$ cat src/rtl/inst_fetch.sv
// Instruction fetch unit: holds the fetch PC and serves instructions from a
// direct-mapped, one-word-per-line cache that refills from the memory controller.
module inst_fetch #(
  parameter int unsigned IDX_BITS = 4,
  parameter logic [31:0] RESET_PC = '0
) (
  input  logic        clk,
  input  logic        rst,
  input  logic        rdy,
  input  logic        need_inst,
  output logic [31:0] pc,
  output logic [31:0] inst_out,
  output logic        inst_ready,
  input  logic        redirect,
  input  logic [31:0] redirect_addr,
  input  logic        flush,
  input  logic [31:0] flush_addr,
  output logic        mem_req,
  output logic [31:0] mem_addr,
  input  logic        mem_valid,
  input  logic [31:0] mem_data
);

  localparam int unsigned LINES    = 1 << IDX_BITS;
  localparam int unsigned TAG_BITS = 30 - IDX_BITS;

  typedef enum logic {FETCH, MISS} state_t;

  state_t state, state_n;

  logic [31:0]         data_mem [LINES];
  logic [TAG_BITS-1:0] tag_mem  [LINES];
  logic [LINES-1:0]    valid;

  logic [IDX_BITS-1:0] look_idx, fill_idx;
  logic [TAG_BITS-1:0] look_tag, fill_tag;
  logic                hit;
  logic                fill;

  logic [31:0] pc_n, inst_n, maddr_n;
  logic        ready_n, req_n;

  assign look_idx = pc[IDX_BITS+1:2];
  assign look_tag = pc[31:IDX_BITS+2];
  assign fill_idx = mem_addr[IDX_BITS+1:2];
  assign fill_tag = mem_addr[31:IDX_BITS+2];
  assign hit      = valid[look_idx] && (tag_mem[look_idx] == look_tag);

  always_comb begin
    state_n = state;
    pc_n    = pc;
    inst_n  = inst_out;
    ready_n = inst_ready;
    req_n   = mem_req;
    maddr_n = mem_addr;
    fill    = 1'b0;
    case (state)
      FETCH: begin
        // A redirect discards both a pending acceptance and this cycle's lookup.
        if (flush) begin
          pc_n    = flush_addr & ~32'h3;
          ready_n = 1'b0;
        end else if (redirect) begin
          pc_n    = redirect_addr & ~32'h3;
          ready_n = 1'b0;
        end else if (inst_ready) begin
          if (!need_inst) begin
            pc_n    = pc + 32'd4;
            ready_n = 1'b0;
          end
        end else if (hit) begin
          inst_n  = data_mem[look_idx];
          ready_n = 1'b1;
        end else begin
          req_n   = 1'b1;
          maddr_n = pc & ~32'h3;
          state_n = MISS;
        end
      end
      MISS: begin
        // The refill is still valid for mem_addr even if the PC moved meanwhile.
        if (mem_valid) begin
          fill    = 1'b1;
          req_n   = 1'b0;
          state_n = FETCH;
        end
        if (flush) begin
          pc_n    = flush_addr & ~32'h3;
          ready_n = 1'b0;
        end else if (redirect) begin
          pc_n    = redirect_addr & ~32'h3;
          ready_n = 1'b0;
        end
      end
      default: state_n = FETCH;
    endcase
  end

  always_ff @(posedge clk) begin
    if (rst) begin
      state      <= FETCH;
      pc         <= RESET_PC;
      inst_out   <= '0;
      inst_ready <= 1'b0;
      mem_req    <= 1'b0;
      mem_addr   <= '0;
      valid      <= '0;
    end else if (rdy) begin
      state      <= state_n;
      pc         <= pc_n;
      inst_out   <= inst_n;
      inst_ready <= ready_n;
      mem_req    <= req_n;
      mem_addr   <= maddr_n;
      if (fill) valid[fill_idx] <= 1'b1;
    end
  end

  always_ff @(posedge clk) begin
    if (!rst && rdy && fill) begin
      data_mem[fill_idx] <= mem_data;
      tag_mem[fill_idx]  <= fill_tag;
    end
  end

endmodule

$ cat config.mk
export PLATFORM = sky130hd
export DESIGN_NAME = inst_fetch
export DESIGN_NICKNAME = d
export VERILOG_FILES = /design/src/rtl/inst_fetch.sv
export SDC_FILE = /design/constraint.sdc
export NUM_CORES = 1
export LEC_CHECK = 0
export ABC_AREA = 1
export CAP_MARGIN = 20
export CORE_MARGIN = 2
export CORE_UTILIZATION = 40
export CTS_CLUSTER_SIZE = 24
export DETAILED_ROUTE_END_ITERATION = 10
export DONT_BUFFER_PORTS = 1
export SLEW_MARGIN = 20
export SYNTH_ARGS = -nofsm -noshare
export SYNTH_HDL_FRONTEND = slang
export SYNTH_SLANG_ARGS = --single-unit
$ cat constraint.sdc
create_clock -name clk -period 3.7 [get_ports clk]
set_input_delay 0.37 -clock clk [delete_from_list [all_inputs] [get_ports clk]]
set_output_delay 0.37 -clock clk [all_outputs]
set_load 0.01 [all_outputs]
# After elaboration in Yosys (flattened, before gate mapping)
# Memories as Yosys holds them, arrays and structs flattened. A register that Yosys moved wholly into a read port is not among the register bits.
# Index checks and enable logic that the tools add are counted.
# totals
register_bits	81
ram_bits	928
input_bits	103
out_inout_bits	98
wordCells	75
mem_count	2
# mem_list
name	depth	word_bits	read_ports	rd_ports_with_merged_regs	wr	line_no	source
data_mem	16	32	1	1	1	31	logic [31:0] data_mem [LINES];
tag_mem	16	26	1	1	1	32	logic [TAG_BITS-1:0] tag_mem [LINES];
# op_classes
addsub	1
order_cmp	3
n_eq_ne	9
mux	37
bitwise_logic	6
reduce_logical	11
# ops
cell	count
$mux W32	6
$pmux W32 S2	1
$add A32 B3 Y32 const B	1
$eq A26 B26 Y1	1
$mux W1	23
$reduce_and A6 Y1	3
$or A16 B16 Y16	1
$lt A4 B5 Y1 const B	2
$ne A2 B2 Y1 const B	5
$mux W4	2
$ne A4 B4 Y1 const B	2
$pmux W1 S2	3
$not A1 Y1	5
$bmux W1 S4	1
$demux W1 S4	1
$ge A4 B1 Y1 const B	1
$logic_and A1 B1 Y1	4
$reduce_and A2 Y1	2
$reduce_and A4 Y1	1
$ne A3 B3 Y1 const B	1
$logic_not A1 Y1	1

# Depth between registers and ports, before layout
# Gate-level depths: netlist (run 1).
# logic_depth
ltp_word	8
mapped_depth	22
mapped_depth_nobuf	19

# Least setup slack after synthesis (run 1)
# OpenSTA, ideal clock, no wires.
# synth_timing
kind	input-to-reg
from	input port rst
to	memory data_mem[10][0] (enable)
setup_time_ns	0.474
arrival_ns	3.594
required_time_ns	3.226
slack_ns	-0.369
stages	4
path_buffers	1
cell_sequence	clkbuf_1 nor3_1 nand3_1 nor2_1
# synth_between
elab_chain_len	5
# synth_lines
element	line_no	source
from (decl)	8	input logic rst,
$logic_not A1 Y1	120	if (!rst && rdy && fill) begin
$logic_and A1 B1 Y1 (2 in series)	120	
$mux W1	120	
$mux W1 (not written as such)	121	data_mem[fill_idx] <= mem_data;
to (decl)	31	
# No other way between the ends.

# Worst setup path in the final report (run 1)
# layout_timing
from	register pc[3]
to	register pc[30]
# layout_between
elab_chain_len	6
# layout_lines
element	line_no	source
from (decl)	11	output logic [31:0] pc,
from (signal assigned)	110	pc <= pc_n;
$add A32 B3 Y32	68	pc_n = pc + 32'd4;
$mux W32	67	if (!need_inst) begin
$mux W32	66	end else if (inst_ready) begin
$mux W32	63	end else if (redirect) begin
$mux W32	60	if (flush) begin
$pmux W32 S2	57	case (state)
# No other way between the ends. The select of a mux whose other input is x is not followed.
# A chain may end at the register's enable or synchronous reset.

==> results of run 1 <==
-- power by group --
| part | total [uW] | internal (uW) | switching, uW | leakage [uW] |
|---|---|---|---|---|
| sequential | 12900 | 12800 | 121 | 0.00883 |
| combinational | 1840 | 562 | 1270 | 0.00662 |
| clock | 10800 | 6310 | 4530 | 0.00175 |
| total | 25600 | 19700 | 5920 | 0.0172 |
-- critical path, cell delays in order, from the launching register on --
cell,delay (ps)
dfxtp_4,540
ha_1,280
nand3_1,140
nor2_1,220
nand2_1,160
nor2_2,200
nand2_1,190
nor3_4,220
nand3_1,190
nor2_1,220
nand2_1,90
xor2_1,150
o21ai_1,120
a21oi_1,80
dlygate4sd3_1,550
-- final timing paths --
| kind | endpoint | slack [ps] |
|---|---|---|
| worst min-delay path | pc[20] | 40 |
| worst min register to register | valid[3] | 460 |
| worst max register to register | pc[30] | 250 |
| worst max-delay path | pc[30] | 250 |
-- placed cells by master, fill, tap and decap left out, drive strengths merged --
cell type,instances
a41oi,3
clkbuf,141
nor4,3
o221ai,1
conb,4
a31oi,34
xnor2,1
o22ai,104
nor3,10
bufinv,10
edfxtp,928
o21ai,414
inv,214
nand4,32
diode,3
dfxtp,115
nand3b,2
buf,107
xor2,18
or2,3
clkinv,50
nor2,597
ha,1
o211ai,38
nand3,279
clkinvlp,4
nand2,643
a211oi,2
a221oi,59
dlygate4sd3,78
o31ai,1
a21oi,75
-- stage by stage --
stage	util [%]	hold WS (ps)	cell area, um2	setup WS (ps)	setup TNS (ps)
floorplan	-	429	42800	-369	-340430
global placement	42.4	439	44800	643	0
detailed placement	42.4	446	44800	637	0
CTS	46.6	10.3	49100	120	0
global route	46.6	45.7	49200	15.2	0
finish	46.6	40.5	49200	254	0
-- sequential cells by signal (all words and copies together), names as in the netlist, named ones only --
signal	cells
state	1
data_mem	512
mem_req	1
mem_addr	30
inst_ready	1
valid	16
pc	30
inst_out	32
tag_mem	416
-- cells by family (layout without fill, tap and decap cells) --
logic type | count (synthesis) | count (layout) | synth area share [%]
AOI/OAI and AO/OA | 731 | 731 | 9.76
and+or+nand+nor | 1569 | 1569 | 14.9
other | 1 | 7 | 0.00877
xor gates and xnor gates | 19 | 19 | 0.389
adders and majority gates | 1 | 1 | 0.0293
buffers and inverters | 458 | 604 | 4.31
DFF | 1043 | 1043 | 70.6
-- final cells by class --
type                       count  area [um2]
tap                         1391        1740
clock buffer                 141        2950
inverter                     215         820
sequential                  1043       30200
fill                        9508       56400
multi-input combinational   2324       10900
antenna                        3        7.51
timing repair buffer         185        1990
clock inverter                63         596
-- layer usage --
metal	share of wire (%)	wire, um	global-route usage [%]
met1	41	52800	31.4
met2	45	58000	35.7
met3	11	14200	7.19
met4	2.2	2800	6.05
met5	0.16	202	0
-- what timing repair did --
item,CTS,global route
hold buffers,79,0
endpoints found under the setup margin,0,2
setup buffers,0,2
gates resized for setup,0,2
endpoints found under the hold margin,581,0
==> impl_metrics.env, run 1 <==
export IMPL_clk_latency_ps=690
export IMPL_die_x_um=331
export IMPL_synth_top_area_share_pct=65.2
export IMPL_wl_per_cell_um=23.9
export IMPL_core_area_mm2=0.106
export IMPL_die_height_um=331
export IMPL_vias=29600
export IMPL_grt_pass1_wl_mm=186
export IMPL_crit_arrival_ps=4020
export IMPL_worstMarginPinSlew_ps=1160
export IMPL_min_period_ps=3450
export IMPL_cts_reportedPaths_clkPinSlew_ps=60
export IMPL_rows=119
export IMPL_synth_edf_count=928
export IMPL_status="complete, no violations"
export IMPL_wl_mm=128
export IMPL_clockBufferDepth=3
export IMPL_cts_root_buf="clkbuf_16"
export IMPL_vias_per_cell=5.52
export IMPL_power_uw=25600
export IMPL_fmax_ghz=0.290
export IMPL_finClkSkew_ps=24.8
export IMPL_synth_distinct_cells=39
export IMPL_critPathKind="flip-flop to flip-flop"
export IMPL_grt_ovfl_total=0
export IMPL_ys_ff_latch=1043
export IMPL_slew_headroom_pct=21.7
export IMPL_fin_crit_sh_pct=93.1
export IMPL_start_util_pct=40.5
export IMPL_grt_pass1_vias=27700
export IMPL_io_pins=201
export IMPL_cts_max_level=3
export IMPL_worst_setup_path_start_kind="flip-flop"
export IMPL_drc_errors=0
export IMPL_endpoint_kind="flip-flop"
export IMPL_cts_tree="done"
export IMPL_setup_viol=0
export IMPL_ant_nets=0
export IMPL_async_reset_ff_share_pct=0
export IMPL_drt_iter0_drc=3177
export IMPL_worstPathRequired_ps=4280
export IMPL_synth_flop_cell="edfxtp_1"
export IMPL_hold_viol_final=0
export IMPL_ys_seq_area_share_pct=70.6
export IMPL_fin_cells=5365
export IMPL_synthCells=3822
export IMPL_synthTopCellsByCount="edfxtp_1 (928), nand2_1 (642), nor2_1 (596)"
export IMPL_cp_startpoint="pc[3]"
export IMPL_synth_area_top_cells="edfxtp_1 (65%), nand2_1 (5.6%), dfxtp_1 (5.4%)"
export IMPL_rsz0062_at_grt="no"
export IMPL_grt_max_degree=198
export IMPL_hold_path_class="input pin to flip-flop"
export IMPL_cp_max_fo=12
export IMPL_place_hpwl_mm=70.8
export IMPL_grtUsageTotal_pct=23.0
export IMPL_antenna_found_initial=20
export IMPL_drive_gt1_share_pct=7.96
export IMPL_syn_area_mm2=0.0427
export IMPL_final_nets=3980
export IMPL_firstDrtPassIters=6
export IMPL_r2r_start="pc[3]"
export IMPL_dp_cells=5077
export IMPL_gp_congestion=0.931
export IMPL_maxCapViolations=0
export IMPL_avgSynthCellArea_um2=11.2
export IMPL_synth_most_common_cell="edfxtp_1"
export IMPL_ys_warnings_count=0
export IMPL_powerDensity_mw_per_mm2=520
export IMPL_portBuffers=0
export IMPL_cts_sinks=1043
export IMPL_hold_depth=4
export IMPL_rr_worst_depth=14
export IMPL_finalMaxSlewViolations=0
export IMPL_synth_top_cell_by_area="edfxtp_1"
export IMPL_vdd_ir_drop_max_v=0.000431
export IMPL_leakage_uw=0.0172
export IMPL_synthToLayoutAreaGrowth_pct=15.1
export IMPL_hp_start="redirect_addr[20]"
export IMPL_dieArea_mm2=0.109
export IMPL_cts_made_buffers=107
No activity file was read; power rests on OpenSTA's default activity.
==> run 2: changes to the inputs <==
--- a/config.mk
+++ b/config.mk
@@ -12,6 +12,7 @@
 export CTS_CLUSTER_SIZE = 24
 export DETAILED_ROUTE_END_ITERATION = 10
 export DONT_BUFFER_PORTS = 1
+export REMOVE_ABC_BUFFERS = 1
 export SLEW_MARGIN = 20
 export SYNTH_ARGS = -nofsm -noshare
 export SYNTH_HDL_FRONTEND = slang
==> run 2 against run 1 <==
  * Critical path depth down 2
  * First-iteration DRC count down 3.7%
  * Global-route usage down 0.58 points
  * Utilization up 0.076 points
  * Hold slack worse by 4.8 ps
  * Flip-flop and latch count unchanged
  * Sequential power about the same
  * Die area unchanged
  * Wire length down 2.5%
  * Sequential share of layout area down 0.10 points
  * Non-clock buffer count up 8
  * Critical endpoint is now pc[24]
  * Largest cell class unchanged
  * Largest power group unchanged
==> impl_metrics.env, run 2 (synthesized netlist as in run 1, its figures left out) <==
export IMPL_core_area_mm2=0.106
export IMPL_grtUsageMet3_pct=4.67
export IMPL_wl_per_cell_um=23.2
export IMPL_grt_pass1_vias=28000
export IMPL_critPathKind="flip-flop to flip-flop"
export IMPL_portBuffers=0
export IMPL_cp_max_fo=13
export IMPL_place_ws_ps=429
export IMPL_layout_commonest_cell="edfxtp_1"
export IMPL_final_cell_mix="edfxtp_1 (928), nand2_1 (641), nor2_1 (574)"
export IMPL_vias_per_cell=5.51
export IMPL_global_route_usage_met1_pct=30.4
export IMPL_grt_max_degree=141
export IMPL_cts_sinks=1043
export IMPL_powerDensity_mw_per_mm2=517
export IMPL_fmax_ghz=0.290
export IMPL_min_period_ps=3440
export IMPL_cts_root_buf="clkbuf_16"
export IMPL_cp_top_family="simple AND/OR/NAND/NOR gates"
export IMPL_die_height_um=331
export IMPL_cts_made_buffers=106
export IMPL_hold_viol_final=0
export IMPL_io_pins=201
export IMPL_power_uw=25500
export IMPL_worstPathRequired_ps=4320
export IMPL_worstMarginPinSlew_ps=1090
export IMPL_worst_slack_ps=257
export IMPL_setup_viol=0
export IMPL_use_met2_pct=36.7
export IMPL_n_antenna_cell=0
export IMPL_grt_busiest_layer="met2"
export IMPL_postLayoutCellArea_mm2=0.0493
export IMPL_gp_congestion=0.913
export IMPL_grtUsageTotal_pct=22.4
export IMPL_synthToLayoutAreaGrowth_pct=15.3
export IMPL_leakage_uw=0.0173
export IMPL_cts_reportedPaths_clkPinSlew_ps=60
export IMPL_firstDrtPassIters=6
export IMPL_slowest_stage="dlygate4sd3_1"
export IMPL_fin_crit_sh_pct=93.1
export IMPL_clk_latency_ps=690
export IMPL_final_nets=3987
export IMPL_maxCapViolations=0
export IMPL_die_x_um=331
export IMPL_crit_arrival_ps=4060
export IMPL_dieArea_mm2=0.109
export IMPL_rows=119
export IMPL_finalMaxSlewViolations=0
export IMPL_start_util_pct=40.5
export IMPL_ant_nets=0
export IMPL_drc_errors=0
export IMPL_endpoint_kind="flip-flop"
export IMPL_grt_ovfl_total=0
export IMPL_clockBufferDepth=3
export IMPL_whs_endpoint="pc[14]"
export IMPL_rr_worst_depth=12
export IMPL_regMostFlops="data_mem"
export IMPL_hp_start="redirect_addr[14]"
export IMPL_status="complete, no violations"
export IMPL_cts_tree="done"
export IMPL_dp_cells=5087
export IMPL_largest_reg_flops=512
export IMPL_worst_setup_path_start_kind="flip-flop"
export IMPL_hold_path_class="input pin to flip-flop"
export IMPL_r2r_start="pc[2]"
export IMPL_vdd_ir_drop_max_v=0.000456
export IMPL_drive_gt1_share_pct=8.13
export IMPL_place_area_mm2=0.0449
export IMPL_wl_mm=125
export IMPL_tns_ps=0
export IMPL_hold_depth=4
export IMPL_rrSetupSlack_ps=260
export IMPL_cts_max_level=3
export IMPL_place_hpwl_mm=68.8
export IMPL_r2r_end="pc[24]"
export IMPL_grt_pass1_wl_mm=183
export IMPL_antenna_found_initial=6
export IMPL_vias=29600
export IMPL_fin_cells=5366
export IMPL_slew_headroom_pct=26.6
export IMPL_drt_iter0_drc=3061
export IMPL_reg_top3="data_mem (512), tag_mem (416), inst_out (32)"
export IMPL_crit_path_max_incr_delay_ps=560
export IMPL_critPathBufInv=1
export IMPL_path_cells="ha_1 -> nand3_1 -> nor2_1 -> nand2_1 -> nor2_1 -> nand2_2 -> nor3_2 -> nand3_1 -> xor2_1 -> o21ai_0 -> a41oi_1 -> dlygate4sd3_1"
export IMPL_rsz0062_at_grt="no"
export IMPL_finClkSkew_ps=33.2
==> run 2: cell count changes in the layout (fill, tap and decap cells not counted), sizes merged <==
cell,delta
clkinvlp,-1
clkbuf,+25
diode,-3
buf,+9
dlygate4sd3,-1
bufinv,-5
inv,+4
clkinv,-27
==> run 2: how the worst max path moves through the flow <==
stage / cells past startpoint / end / from / slack (ps)
2_1_floorplan: 11 / inst_out[0] / pc[2] / -8460
3_3_place_gp: 13 / pc[30] / pc[2] / 440
3_5_place_dp: 13 / pc[30] / pc[2] / 430
4_1_cts: 12 / pc[24] / pc[2] / 150
5_1_grt: 17 / inst_out[8] / flip-flop / 4
6_report: 12 / pc[24] / pc[2] / 260
==> run 2: layer usage <==
| layer | vias up | wire, um |
|---|---|---|
| met5 | - | 50 |
| met4 | 10 | 2790 |
| met3 | 205 | 11200 |
| met2 | 1189 | 58800 |
| met1 | 14500 | 51900 |
| li1 | 13600 | - |
==> run 2: repair_timing <==
item                       in CTS  in global routing
setup buffers                   0                  1
hold buffers                   78                  0
hold endpoints to repair      581                  0
setup endpoints to repair       0                  1
gates resized for setup         0                  1
==> run 2: report_power, final <==
group          total [uW]  internal, uW  switching, uW
Clock               10700          6260           4450
Sequential          12900         12800            126
Combinational        1850           579           1270
==> run 2: layout make-up <==
class	instances	area (um2)
Clock buffer	166	3180
Fill cell	9373	56300
Inverter	215	820
Multi-Input combinational cell	2324	10900
Tap cell	1391	1740
Clock inverter	34	360
Timing Repair Buffer	193	2090
Sequential cell	1043	30200
==> run 2: tightest hold or removal path: stages <==
cell and delay (ps):
nor2_1 80, nor2_1 50, o21ai_0 70, a221oi_1 70
==> run 2: metrics by stage <==
step                      utilization, %  hold WS (ps)
after floorplan                        -           429
after global placement              42.6           441
after detailed placement            42.6           446
after CTS                           46.7          4.82
after global routing                46.7          32.5
final                               46.7          35.7
